<file path="config.mk">
export PLATFORM = sky130hd
export DESIGN_NAME = display_scheduler_flat
export DESIGN_NICKNAME = d
export VERILOG_FILES = /design/src/rtl/display_scheduler_if.sv /design/src/rtl/display_scheduler.sv /design/src/flat_wrapper.sv
export SDC_FILE = /design/constraint.sdc
export NUM_CORES = 1
export LEC_CHECK = 0
export CORE_MARGIN = 4
export CORE_UTILIZATION = 46
export DETAILED_ROUTE_END_ITERATION = 8
export HOLD_SLACK_MARGIN = 0.08
export PLACE_DENSITY = 0.75
export SETUP_SLACK_MARGIN = 0.5
export SKIP_LAST_GASP = 1
export SYNTH_ARGS = -nofsm -noshare
export SYNTH_HDL_FRONTEND = slang
export SYNTH_SLANG_ARGS = --single-unit
</file>
<file path="constraint.sdc">
create_clock -name clk -period 2.5 [get_ports clk]
set_clock_uncertainty 0.15 [all_clocks]
set_input_delay 0.625 -clock clk [delete_from_list [all_inputs] [get_ports clk]]
set_output_delay 0.625 -clock clk [all_outputs]
set_load 0.1 [all_outputs]
</file>
<file path="src/rtl/display_scheduler_if.sv">
// rtl/display_scheduler_if.sv - scan/request inputs and display outputs of the display scheduler
interface display_scheduler_if;
  logic        scan_tick;
  logic [15:0] digits;
  logic [3:0]  digit_en;
  logic [2:0]  msg_req;
  logic [3:0]  AN;
  logic [6:0]  seven_out;
  logic        msg_active;
  logic [1:0]  msg_id;

  modport master (
    output scan_tick, digits, digit_en, msg_req,
    input  AN, seven_out, msg_active, msg_id
  );

  modport slave (
    input  scan_tick, digits, digit_en, msg_req,
    output AN, seven_out, msg_active, msg_id
  );
endinterface

</file>
<file path="src/rtl/display_scheduler.sv">
// rtl/display_scheduler.sv - 4-digit seven-segment scanner with priority-held status messages
module display_scheduler #(
  parameter int HOLD_TICKS = 1000
) (
  input logic               clk,
  input logic               rst,
  display_scheduler_if.slave bus
);
  localparam int CW = $clog2(HOLD_TICKS + 1);

  typedef enum logic {SCAN, MSG} state_t;

  state_t          state;
  logic [1:0]      idx;
  logic [CW-1:0]   hold_cnt;
  logic [1:0]      winner;
  logic [3:0]      nib;
  logic [6:0]      glyph;

  function automatic logic [6:0] hex_font(input logic [3:0] v);
    case (v)
      4'h0: hex_font = 7'h40;  4'h1: hex_font = 7'h79;
      4'h2: hex_font = 7'h24;  4'h3: hex_font = 7'h30;
      4'h4: hex_font = 7'h19;  4'h5: hex_font = 7'h12;
      4'h6: hex_font = 7'h02;  4'h7: hex_font = 7'h78;
      4'h8: hex_font = 7'h00;  4'h9: hex_font = 7'h10;
      4'hA: hex_font = 7'h08;  4'hB: hex_font = 7'h03;
      4'hC: hex_font = 7'h46;  4'hD: hex_font = 7'h21;
      4'hE: hex_font = 7'h06;  default: hex_font = 7'h0E;
    endcase
  endfunction

  // pos 3 is the leftmost digit (AN[3])
  function automatic logic [6:0] msg_glyph(input logic [1:0] id, input logic [1:0] pos);
    case ({id, pos})
      4'b01_11: msg_glyph = 7'h40;  4'b01_10: msg_glyph = 7'h0C;
      4'b01_01: msg_glyph = 7'h06;  4'b01_00: msg_glyph = 7'h2B;
      4'b10_11: msg_glyph = 7'h06;  4'b10_10: msg_glyph = 7'h2F;
      4'b10_01: msg_glyph = 7'h2F;  4'b11_11: msg_glyph = 7'h47;
      4'b11_10: msg_glyph = 7'h40;  4'b11_01: msg_glyph = 7'h46;
      4'b11_00: msg_glyph = 7'h21;  default:  msg_glyph = 7'h7F;
    endcase
  endfunction

  always_comb begin
    winner = 2'd0;
    if (bus.msg_req[2])      winner = 2'd3;
    else if (bus.msg_req[1]) winner = 2'd2;
    else if (bus.msg_req[0]) winner = 2'd1;
  end

  always_comb begin
    nib   = bus.digits[idx*4 +: 4];
    glyph = 7'h7F;
    if (state == MSG)              glyph = msg_glyph(bus.msg_id, idx);
    else if (bus.digit_en[idx])    glyph = hex_font(nib);
  end

  always_ff @(posedge clk or posedge rst) begin
    if (rst) begin
      state          <= SCAN;
      idx            <= 2'd0;
      hold_cnt       <= '0;
      bus.AN         <= 4'b1111;
      bus.seven_out  <= 7'h7F;
      bus.msg_active <= 1'b0;
      bus.msg_id     <= 2'd0;
    end else begin
      if (bus.scan_tick) idx <= idx + 2'd1;
      bus.AN        <= ~(4'b0001 << idx);
      bus.seven_out <= glyph;
      case (state)
        SCAN: begin
          if (winner != 2'd0) begin
            state          <= MSG;
            bus.msg_id     <= winner;
            bus.msg_active <= 1'b1;
            hold_cnt       <= '0;
          end
        end
        MSG: begin
          // an equal-or-higher request beats a simultaneous expiring tick
          if (winner != 2'd0 && winner >= bus.msg_id) begin
            bus.msg_id <= winner;
            hold_cnt   <= '0;
          end else if (bus.scan_tick) begin
            if (hold_cnt == CW'(HOLD_TICKS - 1)) begin
              state          <= SCAN;
              bus.msg_active <= 1'b0;
              hold_cnt       <= '0;
            end else begin
              hold_cnt <= hold_cnt + CW'(1);
            end
          end
        end
      endcase
    end
  end
endmodule
</file>
<file path="src/flat_wrapper.sv">
// flat-port wrapper written by rule: the top's interface ports become plain ports
module display_scheduler_flat 
#(
  parameter int HOLD_TICKS = 1000
)
  (clk, rst, bus_scan_tick, bus_digits, bus_digit_en, bus_msg_req, bus_AN, bus_seven_out, bus_msg_active, bus_msg_id);
  display_scheduler_if bus_i ();
  input logic clk;
  input logic rst;
  input wire logic [$bits(bus_i.scan_tick)-1:0] bus_scan_tick;
  input wire logic [$bits(bus_i.digits)-1:0] bus_digits;
  input wire logic [$bits(bus_i.digit_en)-1:0] bus_digit_en;
  input wire logic [$bits(bus_i.msg_req)-1:0] bus_msg_req;
  output wire logic [$bits(bus_i.AN)-1:0] bus_AN;
  output wire logic [$bits(bus_i.seven_out)-1:0] bus_seven_out;
  output wire logic [$bits(bus_i.msg_active)-1:0] bus_msg_active;
  output wire logic [$bits(bus_i.msg_id)-1:0] bus_msg_id;
  assign bus_i.scan_tick = bus_scan_tick;
  assign bus_i.digits = bus_digits;
  assign bus_i.digit_en = bus_digit_en;
  assign bus_i.msg_req = bus_msg_req;
  assign bus_AN = bus_i.AN;
  assign bus_seven_out = bus_i.seven_out;
  assign bus_msg_active = bus_i.msg_active;
  assign bus_msg_id = bus_i.msg_id;
  display_scheduler #(.HOLD_TICKS(HOLD_TICKS)) u_core (.clk(clk), .rst(rst), .bus(bus_i));
endmodule
</file>
## Word-level counts from Yosys, hierarchy flattened

Memories as Yosys holds them, arrays and structs flattened.
Cells that the tools add are included.

| cells by class | value |
|---|---|
| add/subtract/negate cells | 2 |
| $lt $le $gt $ge | 2 |
| eq/ne operators | 7 |
| shifts and indexed selects | 2 |
| mux-type cells | 25 |
| bitwise operators | 2 |
| reductions and logical operators | 5 |

Operator list:

| cell | count |
|---|---|
| $mux W10 | 4 |
| $pmux W10 S2 | 1 |
| $shiftx A16 B5 Y4 | 1 |
| $mux W7 | 2 |
| $add A10 B1 Y10 const B | 1 |
| $eq A10 B10 Y1 const B | 1 |
| $mux W1 | 10 |
| $mux W2 | 4 |
| $ne A2 B2 Y1 const B | 4 |
| $not A4 Y4 | 1 |
| $pmux W1 S2 | 2 |
| $pmux W2 S2 | 1 |
| $reduce_and A2 Y1 | 2 |
| $reduce_and A4 Y1 | 1 |
| $shl A1 B2 Y4 const A | 1 |
| $lt A2 B3 Y1 const B | 1 |
| $ne A3 B3 Y1 const B | 1 |
| $add A2 B1 Y2 const B | 1 |
| $bmux W1 S2 | 1 |
| $ge A2 B2 Y1 | 1 |
| $ne A2 B1 Y1 const B | 1 |
| $reduce_bool A2 Y1 | 1 |
| $logic_and A1 B1 Y1 | 1 |
| $not A1 Y1 | 1 |

| storage, ports and cells | value |
|---|---|
| register bits after elaboration | 27 |
| ROM bits | 224 |
| input bits | 26 |
| output and inout bits | 14 |
| memories | 2 |

Memories:

| name | depth | width | read ports | clocked after Yosys merged registers in | write ports | RTL line | source |
|---|---|---|---|---|---|---|---|
| (name not given) | 16 | 7 | 1 | 0 | 0 | display_scheduler.sv:35 | `case ({id, pos})` |
| (name not given) | 16 | 7 | 1 | 0 | 0 | display_scheduler.sv:21 | `case (v)` |

## Longest topological paths before layout

| depth | value |
|---|---|
| depth after elaboration | 7 |
| gate-level depth with buffers | 9 |
| gate-level depth less buffers | 8 |

## Least setup slack after synthesis

No wires, ideal clock.

| timing | value |
|---|---|
| path kind | reg2reg |
| from | register u_core.bus.msg_id[1] |
| to | register u_core.hold_cnt[7] |
| library setup time | 0.080 ns |
| data arrival time | 2.653 ns |
| slack | -0.383 ns |
| stages on the path, launching flop included | 8 |
| buffers on the path | 1 |
| cell sequence | dfrtp_1 > clkbuf_1 > inv_1 > ha_1 > a2111oi_2 > or3_4 > or4_1 > a21oi_1 |

| on the way | value |
|---|---|
| word-level cells in the longest chain between the ends | 4 |
| elaborated cells between the ends (all ways) | 6 |

RTL lines:

| item | RTL line | source |
|---|---|---|
| start: declaration | display_scheduler_if.sv:19 | `output AN, seven_out, msg_active, msg_id` |
| start signal: assignment | display_scheduler.sv:76 | `bus.msg_id <= winner;` |
| start signal: assignment | display_scheduler.sv:84 | `bus.msg_id <= winner;` |
| $ge A2 B2 Y1 * | display_scheduler.sv:83 | `if (winner != 2'd0 && winner >= bus.msg_id) begin` |
| $logic_and A1 B1 Y1 * | display_scheduler.sv:83 |  |
| $mux W10 or $ne A3 B3 Y1 (tied branches) | -- |  |
| $pmux W10 S2 or $reduce_and A2 Y1 (tied branches) | -- |  |
| end signal: assignment | display_scheduler.sv:92 | `hold_cnt <= hold_cnt + CW'(1);` |
| end: declaration | display_scheduler.sv:15 | `logic [CW-1:0] hold_cnt;` |

Mark *: on every way between the ends. The rest lies on a longest branch, timed or not.
A chain may end at the register's enable or synchronous reset.

## Worst setup path after layout

| timing | value |
|---|---|
| from | input port bus_msg_req[1] |
| to | register u_core.hold_cnt[9] |

| on the way | value |
|---|---|
| word-level cells in the longest chain between the ends | 6 |
| elaborated cells between the ends (all ways) | 10 |

RTL lines:

| item | RTL line | source |
|---|---|---|
| start: declaration | flat_wrapper.sv:13 | `input wire logic [$bits(bus_i.msg_req)-1:0] bus_msg_req;` |
| $mux W2 * | display_scheduler.sv:48 | `else if (bus.msg_req[1]) winner = 2'd2;` |
| $mux W2 * | display_scheduler.sv:47 | `if (bus.msg_req[2]) winner = 2'd3;` |
| $ge A2 B2 Y1 or $reduce_bool A2 Y1 (tied branches) | display_scheduler.sv:83, display_scheduler.sv:74 |  |
| $logic_and A1 B1 Y1 | display_scheduler.sv:83 |  |
| $mux W10 or $ne A3 B3 Y1 (tied branches) | -- |  |
| $pmux W10 S2 or $reduce_and A2 Y1 (tied branches) | -- |  |

Marked as above.

==> run metrics <==
number of synthesized flops with an enable pin 0; total gr overflow 0; Slowest-stage cell, CP or4_4; Die ar. 5334 um^2; crit-path cells buf_8, inv_4, a21oi_4, ha_1, nand2b_4, a2111oi_4, or3_4, or4_4, a21oi_2; Max rail drop VDD 0.5312 mV; Mapped Cells 209; pwr dens 1316 nW/um^2; fillers 307; Starting Density 47.95%; CTS tree built; delay-heaviest family, CP simple AND/OR/NAND/NOR gates; Layout area overhead 43.79%; Mapped Area 1946 um^2; worst slack at placement -0.4061 ns; routability congestion estimate from global placement 0.8166; simple-gate area share of the yosys netlist 17.23%; worst-margin pin slew 0.4303 ns; Synth warnings 0; Die X 73.04 um; mux cell area share after synthesis 11.51%; Buffers on Ports 39; H-tree Lvls 1; Worst Setup Path Type in2reg; chip height 73.04 um; CTS Sinks 27; top-count cell post-synth inv_1; relative slew slack 71.31%; Top Ports 40; Slew Viols, Final 0; via/cell ratio 5.666; critical path endpoint category register; CP Max Fanout 5; GR Util All Layers 20.09%; Row Count 23; root buffer cell clkbuf_8; vias in the first global route 1875; Initial DRC Count 129; fraction of final layout cells sized beyond drive strength 1 40.74%; compound-gate portion of the synthesized area 16.14%; minimum clock period 2.219 ns; Max-Cap Viols 0; count of cell types in the netlist 41; TritonCTS Buffers 3; core box area 4058 um^2; fin util 68.95%; Hold Vio Cnt, Final 0; Routed Antenna Nets 0; RSZ-0062 raised after global routing yes; syn nets 250; n_diodes 0; Post-synth top cells inv_1, o21ai_0, dfrtp_1; drt total wl 5219 um; Req. time, crit path 2.56 ns; ys flop type dfrtp_1; first-pass GRT wire length 8369 um; syn_area_per_cell 9.309 um^2; Max Buffers Root-to-Sink 2; Worst path max stage delay 0.49 ns; Tcrit/Tclk final 88.77%; initial antenna violation count 0; final net count 312; hold_buf cts 0; Reg clk slew, reported paths 0.10 ns; Crit path arrival time 2.28 ns; Synth Area in XOR/XNOR 3.601%; top cells by area, synth dfrtp_1, dfstp_2, ha_1; drt pass-1 iters 4; Final setup viols 0; type of origin of the critical path primary input; WP buf/inv 2; DR vias 1813; largest net degree at the start of global routing 28; FMAX 450.6 MHz; register area share after synthesis 35.43%; ys async rst share 100.0%; Worst-Skew Late Latency 0.27 ns; Lkg Pwr 1.146 nW; Hold Path Class reg2reg; Sequential cell area 696.9 um^2; DPL Wire Length 3671 um; Adder-Cell Fraction of Synth Area 9.646%; #FFs+latches synth 27; multi-input combinational cell area 1341 um^2; DR WL/cell 16.31 um; outcome finished clean; final worst slack 0.2809 ns; area leader, netlist dfrtp_1; share of the synthesized area in the top cell type 20.58%; largest family of logic cells by synthesized area simple AND/OR/NAND/NOR gates; drt drc 0
## placed cells by master, fill, tap and decap left out, types with 5 or more instances in the layout
| master | count |
|---|---|
| dlygate4sd2_1 | 7 |
| dfrtp_1 | 12 |
| xnor2_1 | 5 |
| o21ai_0 | 13 |
| buf_6 | 6 |
| mux4_2 | 6 |
| inv_1 | 14 |
| a21oi_1 | 9 |
| nand2_1 | 15 |
| mux2i_1 | 8 |
| ha_1 | 7 |
| buf_4 | 36 |
| clkdlybuf4s15_1 | 5 |
| dfstp_2 | 11 |
| ha_4 | 5 |
| nor2_1 | 12 |
| clkdlybuf4s50_1 | 7 |
## layer usage
layer	track usage [%]	routed length (um)
met5	0	0
met4	11.07	234
met3	3.719	274
met2	36.84	2674
met1	21.31	2035
## logic make-up after synthesis
logic type | Yosys count
muxes | 16
buffers and inverters | 29
xor gates and xnor gates | 8
and+or+nand+nor | 63
adders and majority gates | 15
AOI/OAI and AO/OA | 51
DFF | 27
## cell type report
type | count | area share, %
clock buffers | 3 | 1.476
well taps | 50 | 2.236
inverters | 19 | 2.996
flip-flops and latches | 27 | 24.91
clock inverters | 1 | 0.2683
multi-input cells | 154 | 47.94
repair buffers | 66 | 20.17
## worst min-delay path, cell delays in order (launching register included)
cell and delay, ns:
dfrtp_1 0.40, o21ai_1 0.08, o21ai_0 0.07
## worst paths after layout
path	cells past startpoint	start	end	slack (ns)
setup / recovery	9	bus_msg_req[1]	u_core.hold_cnt[9]$_DFFE_PP0P_	0.28
hold / removal	2	u_core.bus.msg_active$_DFFE_PP0P_	u_core.bus.msg_active$_DFFE_PP0P_	0.43
setup reg to reg	6	u_core.bus.msg_id[0]$_DFFE_PP0P_	u_core.hold_cnt[9]$_DFFE_PP0P_	0.39
hold reg to reg	2	u_core.bus.msg_active$_DFFE_PP0P_	u_core.bus.msg_active$_DFFE_PP0P_	0.43
max in group asynchronous	3	rst	u_core.bus.AN[2]$_DFF_PP1_	1.36
min in group asynchronous	3	rst	u_core.bus.msg_id[1]$_DFFE_PP0P_	0.54
## flip-flops by register name (all words and copies together) (netlist names)
register	count
u_core.hold_cnt	10
u_core.bus.seven_out	7
u_core.bus.AN	4
u_core.bus.msg_id	2
u_core.idx	2
u_core.bus.msg_active	1
u_core.state	1
## report_power, final
| group | total (W) | switching, W | leakage, nW | internal (W) |
|---|---|---|---|---|
| Combinational | 0.00266 | 0.00169 | 0.811 | 0.000972 |
| Clock | 0.000250 | 0.000137 | 0.0217 | 0.000113 |
| Sequential | 0.000769 | 0.000131 | 0.314 | 0.000638 |
| Total | 0.00368 | 0.00196 | 1.15 | 0.00172 |
## metrics by stage
| step | std cells | setup TNS [ns] | instance area (um^2) | power (W) | hold slack (ns) |
|---|---|---|---|---|---|
| 6_report | 320 | 0 | 2798 | 0.003682 | 0.4305 |
| 5_1_grt | 320 | 0 | 2798 | 0.003886 | 0.4622 |
| 4_1_cts | 317 | 0 | 2656 | 0.003511 | 0.4211 |
| 3_5_place_dp | 307 | -3.961 | 2541 | 0.003130 | 0.3991 |
| 3_3_place_gp | 307 | -2.989 | 2541 | 0.003084 | 0.3839 |
| 2_1_floorplan | 209 | 0 | 2049 | 0.002573 | 0.3688 |
## repair_timing
item,CTS,global route
pin swaps,16,20
cloned,1,0
resized for setup,57,27
endpoints found under the setup margin,21,19
setup buffers,5,3
(Power assumes the default switching activity.)
